===== config.mk =====
export PLATFORM = sky130hd
export DESIGN_NAME = alu_tree_writeback_flat
export DESIGN_NICKNAME = d
export VERILOG_FILES = /design/src/rtl/alu_tree_writeback_if.sv /design/src/rtl/alu_tree_writeback.sv /design/src/flat_wrapper.sv
export SDC_FILE = /design/constraint.sdc
export NUM_CORES = 1
export LEC_CHECK = 0
export CORE_MARGIN = 4
export CORE_UTILIZATION = 45
export DETAILED_ROUTE_END_ITERATION = 8
export PLACE_DENSITY = 0.71
export SLEW_MARGIN = 20
export SYNTH_ARGS = -nofsm -noshare
export SYNTH_HDL_FRONTEND = slang
export SYNTH_SLANG_ARGS = --single-unit

===== constraint.sdc =====
create_clock -name clk -period 30.2 [get_ports clk]
set_input_delay 3.02 -clock clk [delete_from_list [all_inputs] [get_ports clk]]
set_output_delay 3.02 -clock clk [all_outputs]
set_load 0.005 [all_outputs]

===== src/rtl/alu_tree_writeback_if.sv =====
// Capture and register-bank write channels between the ALU tree and its writeback buffer.
// The slave modport is the writeback block; master is the tree/bank side.
interface alu_tree_writeback_if #(
    parameter int unsigned N_ALU  = 7,
    parameter int unsigned WORD_W = 32,
    parameter int unsigned TAG_W  = 4,
    parameter int unsigned IDX_W  = $clog2(N_ALU)
);
    logic                          cap_vld;
    logic                          cap_rdy;
    logic [N_ALU-1:0]              tree_out_vld;
    logic [N_ALU-1:0][WORD_W-1:0]  tree_out;
    logic [N_ALU-1:0]              wr_mask;
    logic [TAG_W-1:0]              cap_tag;
    logic                          wr_vld;
    logic                          wr_rdy;
    logic [WORD_W-1:0]             wr_data;
    logic [IDX_W-1:0]              wr_idx;
    logic [TAG_W-1:0]              wr_tag;
    logic                          wr_last;

    modport master (
        output cap_vld, tree_out_vld, tree_out, wr_mask, cap_tag, wr_rdy,
        input  cap_rdy, wr_vld, wr_data, wr_idx, wr_tag, wr_last
    );

    modport slave (
        input  cap_vld, tree_out_vld, tree_out, wr_mask, cap_tag, wr_rdy,
        output cap_rdy, wr_vld, wr_data, wr_idx, wr_tag, wr_last
    );
endinterface


===== src/rtl/alu_tree_writeback.sv =====
// Buffers up to two ALU-tree result vectors and streams the masked words, lowest index
// first, to the register-bank write port one per cycle.
module alu_tree_writeback #(
    parameter int unsigned N_ALU  = 7,
    parameter int unsigned WORD_W = 32,
    parameter int unsigned TAG_W  = 4,
    parameter int unsigned IDX_W  = $clog2(N_ALU)
) (
    input  logic               clk,
    input  logic               rst,
    input  logic               flush,
    alu_tree_writeback_if.slave bus
);
    typedef enum logic [0:0] {StIdle, StSend} state_e;

    state_e                        state_q, state_d;
    logic [N_ALU-1:0][WORD_W-1:0]  words_q [2];
    logic [N_ALU-1:0]              mask_q  [2];
    logic [TAG_W-1:0]              tag_q   [2];
    logic                          head_q, head_d;
    logic                          tail_q, tail_d;
    logic [1:0]                    count_q, count_d;
    logic [N_ALU-1:0]              r_q, r_d;

    logic [N_ALU-1:0] m;
    logic [N_ALU-1:0] r_low;
    logic [IDX_W-1:0] low_idx;
    logic             push, hs, final_word, pop;

    always_comb begin
        m          = bus.wr_mask & bus.tree_out_vld;
        // Empty effective masks are accepted but never occupy a slot.
        push       = bus.cap_vld && (count_q != 2'd2) && !flush && (m != '0);
        hs         = (state_q == StSend) && bus.wr_rdy;
        r_low      = r_q & (~r_q + N_ALU'(1));
        final_word = (r_q == r_low);
        pop        = hs && final_word;
        low_idx    = '0;
        for (int i = N_ALU - 1; i >= 0; i--) begin
            if (r_q[i]) low_idx = IDX_W'(i);
        end
    end

    always_comb begin
        head_d  = head_q;
        tail_d  = tail_q;
        count_d = count_q;
        r_d     = r_q;
        if (flush) begin
            head_d  = 1'b0;
            tail_d  = 1'b0;
            count_d = 2'd0;
            r_d     = '0;
        end else begin
            if (push) tail_d = ~tail_q;
            if (pop)  head_d = ~head_q;
            count_d = count_q + {1'b0, push} - {1'b0, pop};
            if (pop) begin
                // Reload r from whichever entry becomes head on this edge.
                if (count_q == 2'd2) r_d = mask_q[~head_q];
                else if (push)       r_d = m;
                else                 r_d = '0;
            end else if (hs) begin
                r_d = r_q & ~r_low;
            end else if ((count_q == 2'd0) && push) begin
                r_d = m;
            end
        end
    end

    always_comb begin
        state_d = (count_d != 2'd0) ? StSend : StIdle;
    end

    always_ff @(posedge clk) begin
        if (rst) begin
            state_q <= StIdle;
            head_q  <= 1'b0;
            tail_q  <= 1'b0;
            count_q <= 2'd0;
            r_q     <= '0;
        end else begin
            state_q <= state_d;
            head_q  <= head_d;
            tail_q  <= tail_d;
            count_q <= count_d;
            r_q     <= r_d;
        end
    end

    always_ff @(posedge clk) begin
        if (push) begin
            words_q[tail_q] <= bus.tree_out;
            mask_q[tail_q]  <= m;
            tag_q[tail_q]   <= bus.cap_tag;
        end
    end

    always_comb begin
        bus.cap_rdy = (count_q != 2'd2);
        bus.wr_vld  = 1'b0;
        bus.wr_data = '0;
        bus.wr_idx  = '0;
        bus.wr_tag  = '0;
        bus.wr_last = 1'b0;
        if (state_q == StSend) begin
            bus.wr_vld  = 1'b1;
            bus.wr_idx  = low_idx;
            bus.wr_data = words_q[head_q][low_idx];
            bus.wr_tag  = tag_q[head_q];
            bus.wr_last = final_word;
        end
    end
endmodule

===== src/flat_wrapper.sv =====
// flat-port wrapper written by rule: the top's interface ports become plain ports
module alu_tree_writeback_flat 
#(
    parameter int unsigned N_ALU  = 7,
    parameter int unsigned WORD_W = 32,
    parameter int unsigned TAG_W  = 4,
    parameter int unsigned IDX_W  = $clog2(N_ALU)
)
  (clk, rst, flush, bus_cap_vld, bus_tree_out_vld, bus_tree_out, bus_wr_mask, bus_cap_tag, bus_wr_rdy, bus_cap_rdy, bus_wr_vld, bus_wr_data, bus_wr_idx, bus_wr_tag, bus_wr_last);
  alu_tree_writeback_if #(.N_ALU(N_ALU), .WORD_W(WORD_W), .TAG_W(TAG_W), .IDX_W(IDX_W)) bus_i ();
  input  logic clk;
  input  logic rst;
  input  logic flush;
  input wire logic [$bits(bus_i.cap_vld)-1:0] bus_cap_vld;
  input wire logic [$bits(bus_i.tree_out_vld)-1:0] bus_tree_out_vld;
  input wire logic [$bits(bus_i.tree_out)-1:0] bus_tree_out;
  input wire logic [$bits(bus_i.wr_mask)-1:0] bus_wr_mask;
  input wire logic [$bits(bus_i.cap_tag)-1:0] bus_cap_tag;
  input wire logic [$bits(bus_i.wr_rdy)-1:0] bus_wr_rdy;
  output wire logic [$bits(bus_i.cap_rdy)-1:0] bus_cap_rdy;
  output wire logic [$bits(bus_i.wr_vld)-1:0] bus_wr_vld;
  output wire logic [$bits(bus_i.wr_data)-1:0] bus_wr_data;
  output wire logic [$bits(bus_i.wr_idx)-1:0] bus_wr_idx;
  output wire logic [$bits(bus_i.wr_tag)-1:0] bus_wr_tag;
  output wire logic [$bits(bus_i.wr_last)-1:0] bus_wr_last;
  assign bus_i.cap_vld = bus_cap_vld;
  assign bus_i.tree_out_vld = bus_tree_out_vld;
  assign bus_i.tree_out = bus_tree_out;
  assign bus_i.wr_mask = bus_wr_mask;
  assign bus_i.cap_tag = bus_cap_tag;
  assign bus_i.wr_rdy = bus_wr_rdy;
  assign bus_cap_rdy = bus_i.cap_rdy;
  assign bus_wr_vld = bus_i.wr_vld;
  assign bus_wr_data = bus_i.wr_data;
  assign bus_wr_idx = bus_i.wr_idx;
  assign bus_wr_tag = bus_i.wr_tag;
  assign bus_wr_last = bus_i.wr_last;
  alu_tree_writeback #(.N_ALU(N_ALU), .WORD_W(WORD_W), .TAG_W(TAG_W), .IDX_W(IDX_W)) u_core (.clk(clk), .rst(rst), .flush(flush), .bus(bus_i));
endmodule

# After elaboration in Yosys (flattened, before gate mapping)
# Memory sizes are Yosys's and may differ from the RTL's. A register that Yosys moved wholly into a read port is not among the register bits.
# Index checks and enable logic that the tools add are counted.
# Widths: inputs -> output; s select.
# word_totals
out_inout_bits	42
ramBits	470
mem_count	3
register_bits	12
in_bits	247
# classes
n_addsub	3
n_eq_ne	3
n_lt_le_gt_ge	1
bitwise	7
muxes	27
n_reduce_logical	12
# memory_table
memory	depth	word_bits	read_ports	rd_clocked_by_memory_dff	write_ports	line	text
u_core.words_q	2	224	1	1	1	alu_tree_writeback.sv:17	logic [N_ALU-1:0][WORD_W-1:0] words_q [2];
u_core.mask_q	2	7	1	0	1	alu_tree_writeback.sv:18	logic [N_ALU-1:0] mask_q [2];
u_core.tag_q	2	4	1	1	1	alu_tree_writeback.sv:19	logic [TAG_W-1:0] tag_q [2];
# op_table
op	count
$bmux 32 s3	1
$mux 32	2
$mux 7	5
$mux 3	8
$and 7x7->7	3
$not 7->7	2
$mux 1	9
$add 7x1->7 const B	1
$eq 7x7->1	1
$reduce_bool 7->1	1
$logic_and 1x1->1	6
$lt 3x4->1 const B	1
$mux 4	1
$reduce_bool 3->1	1
$add 2x1->2	1
$eq 2x2->1 const B	1
$logic_not 2->1	1
$mux 2	1
$ne 2x2->1 const B	1
$not 1->1	2
$reduce_bool 2->1	1
$reduce_or 2->1	1
$sub 2x1->2	1
$logic_not 1->1	1

# Depth between registers and ports, before layout
# Gate-level depths: netlist (run 1).
# logic_depth
depth_word	10
ltp_mapped	11
mapped_depth_nobuf	10

# Least setup slack after synthesis (run 1)
# No wires, ideal clock.
# synth_timing
kind	input -> register
from	input flush
to	memory u_core.mask_q[0][0] (enable)
required_ns	29.082
slack_ns	9.855
setup_ns	1.118
path_buffers	0
arrival_ns	19.226
stages	2
path_cell_list	nand3b_4 nor3_1
# synth_between
elab_chain_len	5
# synth_lines
element	line	text
start, declared	flat_wrapper.sv:13	input logic flush;
$logic_not 1->1	alu_tree_writeback.sv:33	push = bus.cap_vld && (count_q != 2'd2) && !flush && (m != '0);
$logic_and 1x1->1 (2 in a row)	alu_tree_writeback.sv:33	
$mux 1	alu_tree_writeback.sv:92	if (push) begin
$mux 1 (not written as such)	alu_tree_writeback.sv:94	mask_q[tail_q] <= m;
end, declared	alu_tree_writeback.sv:18	
# No other way between the ends.

==> impl.org, run 1 <==
** Synthesis
- Sorting the synthesized cells by area gives the leading types as sky130_fd_sc_hd__edfxtp_1, sky130_fd_sc_hd__mux2i_1, sky130_fd_sc_hd__mux4_2.
- Post-synth EDFFs :: 470
- sky130_fd_sc_hd__edfxtp_1 takes more of the synthesized area than any other cell.
- Synthesis produced around 1100 cells.
- Fraction of the yosys area taken by sequential cells :: 73.6%
- After synthesis the netlist holds a flip-flop and latch count of 483.
- A synthesized cell averages 17.8 sq um.
- Share of synthesized flip-flops with an asynchronous set or reset :: 0%
- Post-synthesis share of cell area spent on and, or, nand and nor gates :: 4.49%
- Largest family of logic cells by synthesized area :: multiplexers
- Netlist area before placement :: 0.0195 sq mm
- Primary FF master, synth :: sky130_fd_sc_hd__edfxtp_1
- Synthesis warning total :: 0
- Post-Synth Adder-Cell Area :: 0.128%
- Post-Synthesis Net Count :: 1344
- The share of synthesized area in the top cell type comes to between 70% and 80%.
- After synthesis, the netlist uses 51 different library cells.
- Of the total synthesized cell area, the portion taken by XOR and XNOR cells is 0.179%.
- Synth Area in Compound Gates :: a little over 5%
- Of the post-synthesis cell area, the part taken by muxes is 14.4%.

** Route
- Detail-routed via count per cell :: 5.32
- Detailed Route Iter0 Violations :: 929
- The final route contains ~11000 vias.
- After detailed routing, the number of remaining DRC violations is 0.
- Total routed wirelength :: roughly 44 mm
- The pre-antenna-repair detailed-routing pass consisted of 5 iterations.
- In this run the remaining antenna-violating nets after routing total 0.
- Dividing the detail-routed wire length by the instance count gives 22.0 um.

** Timing
- The clock period could shrink to 7.54 ns.
- Slew margin rel. :: 25.1%
- At the pin with the least slew margin, the transition time is 1.12 ns.
- Setup tns final :: 0 ns
- The number of max-slew violations in the final report came to 0.
- Static timing analysis puts the maximum clock frequency at 0.133 GHz.
- For the final database, setup skew stands at 0.00950 ns.
- Period Utilization, post-route :: 25.0%
- Setup repair after global routing left no endpoint under its margin.
- Once routing completed, OpenROAD measured the worst setup slack at 22.66 ns.
- Finish-stage setup viols :: 0
- The final count of hold timing violations is 0.

** Placement
- Pre-CTS WS :: about 23 ns
- Counting tap cells, the placed design contains a total of roughly 1900 instances.
- Port-buffer cells :: about 290
- The placed instances occupy a cell area of between 0.02 and 0.025 sq mm.
- Estimated wirelength of the detail-placed design :: 27.3 mm
- Routability-driven placement finished with a final weighted congestion of 0.790.

** Clock network
- The longest clock path from root to sink contains 3 buffers.
- Clock Sinks :: 483
- In this run the clock root is driven by a sky130_fd_sc_hd__clkbuf_16.
- CTS-repair resized insts :: 0
- In this run, CTS created clock tree buffers numbering 50.
- The later pin in the worst-skew pair is clocked with a latency of around 0.58 ns.
- Clock tree from TritonCTS :: yes
- CTS clock-pin slew for the worst setup and hold paths :: 0.06 ns
- Post-CTS timing repair inserted 0 buffers for setup.
- H-tree depth :: 2
- Buffers inserted to repair hold after CTS numbered 0.

** Cells and area
- The layout has 3352 filler cells.
- Commonest cells after routing, fill and taps aside :: sky130_fd_sc_hd__edfxtp_1, sky130_fd_sc_hd__clkdlybuf4s50_1, sky130_fd_sc_hd__mux2i_1, sky130_fd_sc_hd__nand2_1, sky130_fd_sc_hd__clkbuf_16
- Sequential cell area :: 0.0144 sq mm
- Final std cell area, no fill :: 0.0245 sq mm
- Signed area change from the synthesized netlist to the final layout :: 25.3%
- Final-stage net count :: 1635
- In the final layout, the multi-input gates occupy 0.00476 sq mm.
- Layout cells sized above 1 :: 14.1%
- Commonest non-fill, non-tap cell in the layout :: sky130_fd_sc_hd__edfxtp_1
- Number of standard cells in the layout, taps in and fillers out :: 2013

** Floorplan
- The die is 216 um wide.
- Starting utilization of the core area :: 45.4%
- The floorplan has 76 rows.
- Die footprint :: 0.0468 sq mm
- IO Count :: about 290
- Measured along the y axis, the die boundary spans 216 um.
- Area of the placeable core :: 0.0430 sq mm

** Critical path
- STA classifies the critical path endpoint as an output port.
- Startpoint-to-endpoint class of the critical path :: reg2out
- Startpoint of the worst-slack reg-to-reg timing path :: u_core.count_q[0]
- Req. time, crit path :: 27.18 ns
- Peak fanout along the critical path :: 57
- The worst setup path is launched from a flop.
- CP arrival :: 4.52 ns

** GRT
- The number of antenna violations at the first check in global routing was 8.
- Number of global-route vias before repair :: around 11000
- Entering global routing, the biggest net connects 162 pins.
- Global-route wire length before repair :: 66.3 mm
- Leftover overflow at the end of global routing :: 0
- Global router's overall resource usage :: between 15 and 20%

** Run status
- Result of the run :: completed

** Power and ir drop
- Overall power consumption after layout is estimated at 1560 uW.
- Total power density per cell area :: 63.7 mW/mm^2
- Largest vdd supply drop :: roughly 50 uV
- Lkg Pwr :: 0.00785 uW

** Worst hold path
- The worst hold path begins at u_core.tail_q.
- The worst hold path belongs to the class reg2reg.

** Run
- Across the run, the number of max-cap violations was 0.
per-stage QoR:
stage | utilization (%) | hold WS (ns)
2_1_floorplan | - | 0.499
3_3_place_gp | 53.3 | 0.548
3_5_place_dp | 53.3 | 0.564
4_1_cts | 56.9 | 0.587
5_1_grt | 56.9 | 0.635
6_report | 56.9 | 0.580
Yosys cell counts, types with 2 or more instances:
cell                        number
sky130_fd_sc_hd__a2111oi_0       2
sky130_fd_sc_hd__a211o_1         2
sky130_fd_sc_hd__a21oi_1        42
sky130_fd_sc_hd__a221oi_2       30
sky130_fd_sc_hd__a22oi_1         3
sky130_fd_sc_hd__and2_1          4
sky130_fd_sc_hd__buf_2          34
sky130_fd_sc_hd__buf_4           5
sky130_fd_sc_hd__buf_6          11
sky130_fd_sc_hd__clkbuf_1       13
sky130_fd_sc_hd__dfxtp_1        13
sky130_fd_sc_hd__edfxtp_1      470
sky130_fd_sc_hd__ha_1            2
sky130_fd_sc_hd__inv_1          11
sky130_fd_sc_hd__mux2_2         31
sky130_fd_sc_hd__mux2i_1       173
sky130_fd_sc_hd__mux4_2         32
sky130_fd_sc_hd__nand2_1        73
sky130_fd_sc_hd__nand3_1         3
sky130_fd_sc_hd__nor2_1         46
sky130_fd_sc_hd__nor2b_1         5
sky130_fd_sc_hd__nor3_1         25
sky130_fd_sc_hd__nor3_2         10
sky130_fd_sc_hd__nor3b_1         2
sky130_fd_sc_hd__o211ai_1        3
sky130_fd_sc_hd__o21ai_0        13
sky130_fd_sc_hd__o22ai_1         8
sky130_fd_sc_hd__o311ai_0        2
sky130_fd_sc_hd__or2_2           3
sky130_fd_sc_hd__xnor2_1         3
final cells by class:
type / count / share of cell area, %
tap: 585 / 2.99
clock inverter: 33 / 0.982
timing repair buffer: 302 / 12.3
sequential: 483 / 58.8
antenna: 4 / 0.0409
clock buffer: 57 / 5.31
inverter: 11 / 0.169
multi-input combinational: 538 / 19.5
worst max-delay path, cell delays in order (launching register included):
cell,delay (ns)
sky130_fd_sc_hd__dfxtp_4,0.77
sky130_fd_sc_hd__buf_4,0.85
sky130_fd_sc_hd__buf_4,0.84
sky130_fd_sc_hd__mux2i_1,0.20
sky130_fd_sc_hd__mux2i_1,0.20
sky130_fd_sc_hd__a221oi_2,0.09
sky130_fd_sc_hd__nor3_1,0.30
sky130_fd_sc_hd__clkdlybuf4s50_1,0.58
flip-flops by register name, indices dropped and copies added, names as in the netlist, named ones only:
name            flops
u_core.mask_q      14
u_core.head_q       1
u_core.tag_q        8
u_core.words_q    448
u_core.r_q          7
u_core.count_q      2
u_core.state_q      1
u_core.tail_q       1
path summary, 6_finish.rpt:
path / end / slack [ns] / cells past startpoint
min: u_core.tail_q / 0.58 / 2
max reg2reg: u_core.words_q[0][3] / 26.58 / 5
max: bus_wr_data[17] / 22.66 / 7
min reg2reg: u_core.tail_q / 0.58 / 2
routing by layer:
layer  routed length, um  vias up  global-route usage (%)
li1                    -     4914                       -
met1               18400     5418                    24.3
met2               22300      307                    31.2
met3                2630       71                    3.91
met4                 880        2                    6.04
met5                   8        -                       0
logic make-up (layout without fill, tap and decap cells):
group,Yosys count,count (layout)
AOI/OAI and AO/OA,114,114
xor gates and xnor gates,4,4
adders and majority gates,2,2
buffers and inverters,74,403
DFF,483,483
muxes,236,236
other,0,4
and+or+nand+nor,182,182
where the power goes:
group	total, uW	internal [uW]	switching [uW]
clock network	579	333	246
registers	772	762	9.62
logic	208	99.3	109
(Power assumes the default switching activity.)
==> run 2: changes to the inputs <==
Clock period 30.2 ns to 7.48 ns, I/O delays scaled along.
==> impl.org, run 2 (synthesized netlist as in run 1, its figures left out) <==
** Route
- Total length of routed met3 wires :: between 2 and 3 mm
- The routed design uses 22.1 mm of met2 wire.
- Detail-routed via count per cell :: 5.32
- Overall via count from detail_route :: 10700
- The detailed router put a total of 19.0 mm of wire on met1.
- Total routed wirelength :: 45.0 mm
- Detail Route Antenna Nets :: 0
- Detailed Route Iter0 Violations :: 845
- Uppermost routed layer :: met5
- In the final routed layout, each cell accounts on average for 22.3 um.
- For this run, design rule violations remaining after detail routing come to 0.
- The first TritonRoute pass finished after 5 iterations.

** Timing
- Setup repair after global routing left no endpoint under its margin.
- For the final database, setup skew stands at 0.0152 ns.
- Slew margin rel. :: 31.6%
- Slew Limit Fails :: 0
- Setup tns final :: 0 ns
- At the pin with the least slew margin, the transition time is 1.02 ns.
- Finish-stage setup viols :: 0
- The smallest clock period supported by the final layout is computed as 4.92 ns.
- Final Hold Fails :: 0
- Period Utilization, post-route :: 65.8%
- Hold is met by 0.607 ns.
- Static timing analysis puts the maximum clock frequency at 0.203 GHz.

** GRT
- The number of global-route vias before repair came to 11200.
- Global router's overall resource usage :: 18.9%
- Global-route wire length before repair :: 67.6 mm
- The total overflow left after global routing is 0.
- Number of antenna violations at the first check in global routing :: 6
- Maximum number of pins on one net before global-route repair :: roughly 120

** Critical path
- The worst setup path is captured at an output port.
- CP arrival :: 4.17 ns
- Peak fanout along the critical path :: 49
- Startpoint-to-endpoint class of the critical path :: reg2out
- The worst setup path is launched from a flop.
- Req. time, crit path :: ~6.7 ns

** Cells and area
- Area of combinational cells with multiple inputs :: 0.00477 sq mm
- The register with the most flip-flops in the layout has 448 of them.
- In the layout the commonest cells are sky130_fd_sc_hd__edfxtp_1, sky130_fd_sc_hd__clkdlybuf4s50_1, sky130_fd_sc_hd__mux2i_1, sky130_fd_sc_hd__nand2_1, sky130_fd_sc_hd__clkbuf_16.
- u_core.words_q holds more flip-flops than any other register.
- Sequential cell area :: 0.0144 sq mm
- After the last flow step, the layout net total stands at about 1600.
- The library cell used most frequently in the layout, excluding fill and tap cells, is sky130_fd_sc_hd__edfxtp_1.
- Number of standard cells in the layout, taps in and fillers out :: 2015
- Layout cells sized above 1 :: 14.4%
- In the final layout, the registers with the most flip-flops are u_core.words_q x448, u_core.mask_q x14, u_core.tag_q x8.
- Final std cell area, no fill :: 0.0246 sq mm
- Fill cells in the final layout number 3304.
- The area growth from synthesis to layout is 26.0%.

** Clock network
- Gates resized during post-CTS repair numbered 0.
- H-tree depth :: 2
- Clock Sinks :: 483
- Total clock buffers created by CTS :: 51
- CTS Buffer Depth :: 3
- Clock tree from TritonCTS :: yes
- CTS clock-pin slew for the worst setup and hold paths :: ~0.060 ns
- Post-cts hold buffer count :: 0
- For the worst-skew pair, the clock arrives at the later sink with an insertion delay of 0.58 ns.
- After clock tree synthesis, the setup repair step added 0 buffers.
- CTS placed an instance of sky130_fd_sc_hd__clkbuf_16 at the clock tree root.

** Floorplan
- Die outline width :: 216 um
- The die is between 200 and 250 um tall.
- IO Count :: 289
- Placement Rows :: 76
- After floorplanning, the core was sized to cover about 0.043 sq mm.
- The floorplan step defined a die boundary enclosing 0.0468 sq mm.
- The initial utilization of the core area, before any placement, comes to 45.4%.

** Placement
- The wire-length estimate of the detail-placed layout is 28.9 mm.
- Placed instance count :: 1919
- Routability-driven placement finished with a final weighted congestion of between 0.8 and 0.9.
- During placement, the flow inserted port buffers numbering 288.
- Placed instance area :: 0.0229 sq mm

** Power and ir drop
- Post-layout total power :: 6420 uW
- Across the VDD grid, the largest voltage drop is 209 uV.
- Total power density per cell area :: 261 mW/mm^2
- Lkg Pwr :: 0.00792 uW

** Run
- Max-cap violation count :: 0

** Worst hold path
- Worst min-delay path category :: reg2reg

** Run status
- Result of the run :: completed
==> run 2: layout make-up <==
class	count	share of cell area [%]
well taps	585	2.98
flip-flops and latches	483	58.5
clock inverters	29	1.12
repair buffers	303	12.3
inverters	11	0.168
clock buffers	64	5.52
diodes	2	0.0204
multi-input cells	538	19.4
==> run 2: worst paths after layout <==
check                    start                    end  slack [ns]  cells after the start
max reg2reg  u_core.count_q[0]  u_core.words_q[1][50]        4.12                      5
min reg2reg      u_core.tail_q          u_core.tail_q        0.61                      2
min              u_core.tail_q          u_core.tail_q        0.61                      2
max              u_core.r_q[2]        bus_wr_data[18]        2.56                      8
==> run 2: through the flow <==
stage | utilization [%] | worst slack [ns]
2_1_floorplan | - | 0.187
3_3_place_gp | 53.4 | 3.23
3_5_place_dp | 53.4 | 3.07
4_1_cts | 57.2 | 2.45
5_1_grt | 57.2 | 2.27
6_report | 57.2 | 2.56
==> run 2: power by group <==
group | switching [uW] | leakage (uW) | internal [uW] | total, uW
registers | 41.1 | 0.00441 | 3080 | 3120
clock network | 997 | 0.000798 | 1450 | 2450
logic | 447 | 0.00271 | 404 | 850
==> run 2: worst max-delay path, cell delays in order (launching register included) <==
cell	delay, ns
sky130_fd_sc_hd__dfxtp_1	0.46
sky130_fd_sc_hd__nor2b_1	0.37
sky130_fd_sc_hd__a211oi_4	0.08
sky130_fd_sc_hd__buf_4	0.35
sky130_fd_sc_hd__nor3_4	0.82
sky130_fd_sc_hd__buf_4	0.58
sky130_fd_sc_hd__a221oi_2	0.13
sky130_fd_sc_hd__nor3_1	0.23
sky130_fd_sc_hd__clkdlybuf4s50_1	0.55
==> run 2: metal layers <==
layer | global-route usage (%) | vias up
li1 | - | 4919
met4 | 6.17 | 8
met5 | 0 | -
met1 | 25.5 | 5367
met2 | 31.1 | 362
met3 | 3.97 | 62
==> run 3: changes to the inputs <==
Clock period 7.48 ns to 4.66 ns, I/O delays scaled along.
==> impl.org, run 3 (synthesized netlist as in run 1, its figures left out) <==
** Clock network
- Total clock buffers created by CTS :: 49
- Buffers inserted to repair hold after CTS numbered 0.
- Clock tree from TritonCTS :: yes
- Clock Sinks :: between 400 and 500
- In this run the deepest clock path goes through 3 buffers.
- CTS clock-pin slew for the worst setup and hold paths :: 0.06 ns
- CTS-repair resized insts :: 0
- The root buffer cell chosen for the clock tree is sky130_fd_sc_hd__clkbuf_16.
- Buffers added to address setup during post-CTS repair amount to 0.
- H-tree depth :: 2
- Latest clock arrival within the worst-skew pair :: 0.57 ns

** Placement
- Once detailed placement completed, the half-perimeter wirelength came to 28.5 mm.
- Prior to clock tree synthesis, the placed netlist has a worst setup slack of 1.25 ns.
- Summing all placed instances gives a cell area of 0.0231 sq mm.
- Routability-driven placement finished with a final weighted congestion of between 0.7 and 0.8.
- Counting tap cells, the placed design contains a total of between 1500 and 2000 instances.
- Port-buffer cells :: 288

** Cells and area
- Final std cell area, no fill :: 0.0247 sq mm
- From synthesis to final layout, the design area changed by 26.5%.
- Final-stage net count :: 1642
- The register with the most flip-flops in the final layout is u_core.words_q.
- Cells with a size suffix above 1 make up 14.8% of the layout.
- In the final layout, the registers with the most flip-flops are u_core.words_q x448, u_core.mask_q x14, u_core.tag_q x8.
- The register with the most flip-flops in the layout has 448 of them.
- Leaving out fill and tap cells, the most frequent cell in the layout is sky130_fd_sc_hd__edfxtp_1.
- Post-layout utilization of the core :: ~57%
- The finished layout holds 2022 standard cells, fillers aside.
- Commonest cells after routing, fill and taps aside :: sky130_fd_sc_hd__edfxtp_1, sky130_fd_sc_hd__clkdlybuf4s50_1, sky130_fd_sc_hd__mux2i_1, sky130_fd_sc_hd__nand2_1, sky130_fd_sc_hd__clkbuf_16

** Timing
- The number of max-slew violations in the final report came to 0.
- The final count of hold timing violations is 0.
- Unrepaired setup endpoints after global routing :: false
- On the final layout, the worst clock skew is 0.0110 ns.
- Across all setup checks in the final design, the least slack found is about 0.74 ns.
- Least-Margin Pin Slew :: 0.935 ns
- Setup violations remaining at the end of the flow were counted as 0.
- Clock period minus worst slack :: 3.92 ns
- Period Utilization, post-route :: 84.2%
- Highest clock frequency the design can meet :: 0.255 GHz
- Slew margin rel. :: roughly 37%

** Critical path
- The worst setup path is launched from a flop.
- Req. time, crit path :: between 4 and 5 ns
- Startpoint-to-endpoint class of the critical path :: reg2out
- For the worst flop-to-flop path, the logic depth is 10.
- Of all nets on the critical path, the largest fanout is 17.
- The worst register-to-register path begins at u_core.r_q[0].
- For flop-to-flop paths, the worst setup slack is 1.91 ns.
- CP arrival :: 3.46 ns
- The worst register-to-register path ends at u_core.state_q.
- STA classifies the critical path endpoint as an output port.

** Floorplan
- Die footprint :: 0.0468 sq mm
- After floorplanning, the core was sized to cover 0.0430 sq mm.
- The floorplan step set the die height to 216 um.
- The floorplan step set the die width to 216 um.
- Placement Rows :: 76
- IO Count :: 289
- Starting utilization of the core area :: between 40% and 50%

** Route
- Detail-routed via count per cell :: ~5.3
- For this run, the detailed router's first-pass iteration total came to 5.
- Detailed Route Iter0 Violations :: ~770
- Average routed wire per standard cell :: 21.8 um
- Once detail routing completed, the nets flagged for antenna violations numbered 0.
- Across all layers, the routed design uses between 10000 and 15000 vias.
- Total routed wirelength :: 44.1 mm
- In the routed design, unresolved DRC markers number 0.

** GRT
- The number of antenna violations at the first check in global routing is 6.
- Leftover overflow at the end of global routing :: 0
- The number of global-route vias before repair is 11000.
- Global-route wire length before repair :: between 60 and 70 mm
- For this run, the total global-route usage over all layers was measured as around a fifth.
- Maximum number of pins on one net before global-route repair :: 135

** Worst hold path
- In this run the worst hold path is classified as in2reg.
- Along the worst hold path, the cell count comes to 1.
- Startpoint of the most critical hold path :: bus_tree_out[220]
- The path with the worst hold slack has its endpoint at u_core.words_q[1][220].

** Run status
- Result of the run :: completed

** Power and ir drop
- In this run the static leakage power is 0.00796 uW.
- VDD sags by at most 260 uV.
- Dividing total power by cell area gives a power density of a little over 400 mW/mm^2.
- The completed layout was analyzed and its total power is 10200 uW.

** Run
- The tool flagged a number of max-cap violations equal to 0.
[run 3: cell types whose count changed in the layout (fill, tap and decap cells not counted), sizes merged]
cell	previous run	this run
buf	15	22
clkbuf	64	62
diode	2	4
clkinv	21	22
inv	13	12
[run 3: power by group]
group	internal [uW]	switching, uW	leakage, uW
Clock	2270	1570	0.000775
Sequential	4940	54.5	0.00441
Combinational	661	708	0.00277
[run 3: critical path, cell delays in order (launching register included)]
cell	delay, ns
sky130_fd_sc_hd__dfxtp_1	0.41
sky130_fd_sc_hd__nor2_1	0.38
sky130_fd_sc_hd__a21boi_4	0.67
sky130_fd_sc_hd__buf_4	0.41
sky130_fd_sc_hd__nor2_1	0.10
sky130_fd_sc_hd__nor3_1	0.32
sky130_fd_sc_hd__clkdlybuf4s50_1	0.57
[run 3: stage by stage]
| stage | hold WS [ns] | TNS, ns |
|---|---|---|
| after floorplan | 0.551 | -506.85 |
| after detailed placement | 0.572 | 0 |
| final | 0.477 | 0 |
| after global placement | 0.574 | 0 |
| after global routing | 0.444 | 0 |
| after CTS | 0.430 | 0 |
[run 3: worst max path at each step]
stage,from,end,cells past startpoint
after floorplan,u_core.count_q[0],u_core.mask_q[0][0],4
after global placement,u_core.r_q[0],bus_wr_data[31],6
after detailed placement,u_core.r_q[0],bus_wr_data[31],6
after CTS,u_core.r_q[0],bus_wr_data[31],6
after global routing,u_core.r_q[0],bus_wr_data[0],6
final,u_core.r_q[0],bus_wr_data[31],6
[run 3: layer usage]
| layer | track usage (%) | part of all wire, % | vias to the layer above |
|---|---|---|---|
| met3 | 3.90 | 5.7 | 56 |
| met4 | 6.17 | 2.2 | 2 |
| met2 | 30.4 | 49 | 310 |
| met1 | 25.3 | 43 | 5330 |
| met5 | 0 | 0.018 | - |
| li1 | - | - | 4936 |
[run 3: area by class of cell]
type	instances	area [sq um]
fill	3339	18300
inverter	11	41.3
clock buffer	62	1320
timing repair buffer	310	3190
antenna	4	10.0
tap	585	732
sequential	483	14400
multi-input combinational	538	4770
clock inverter	29	262
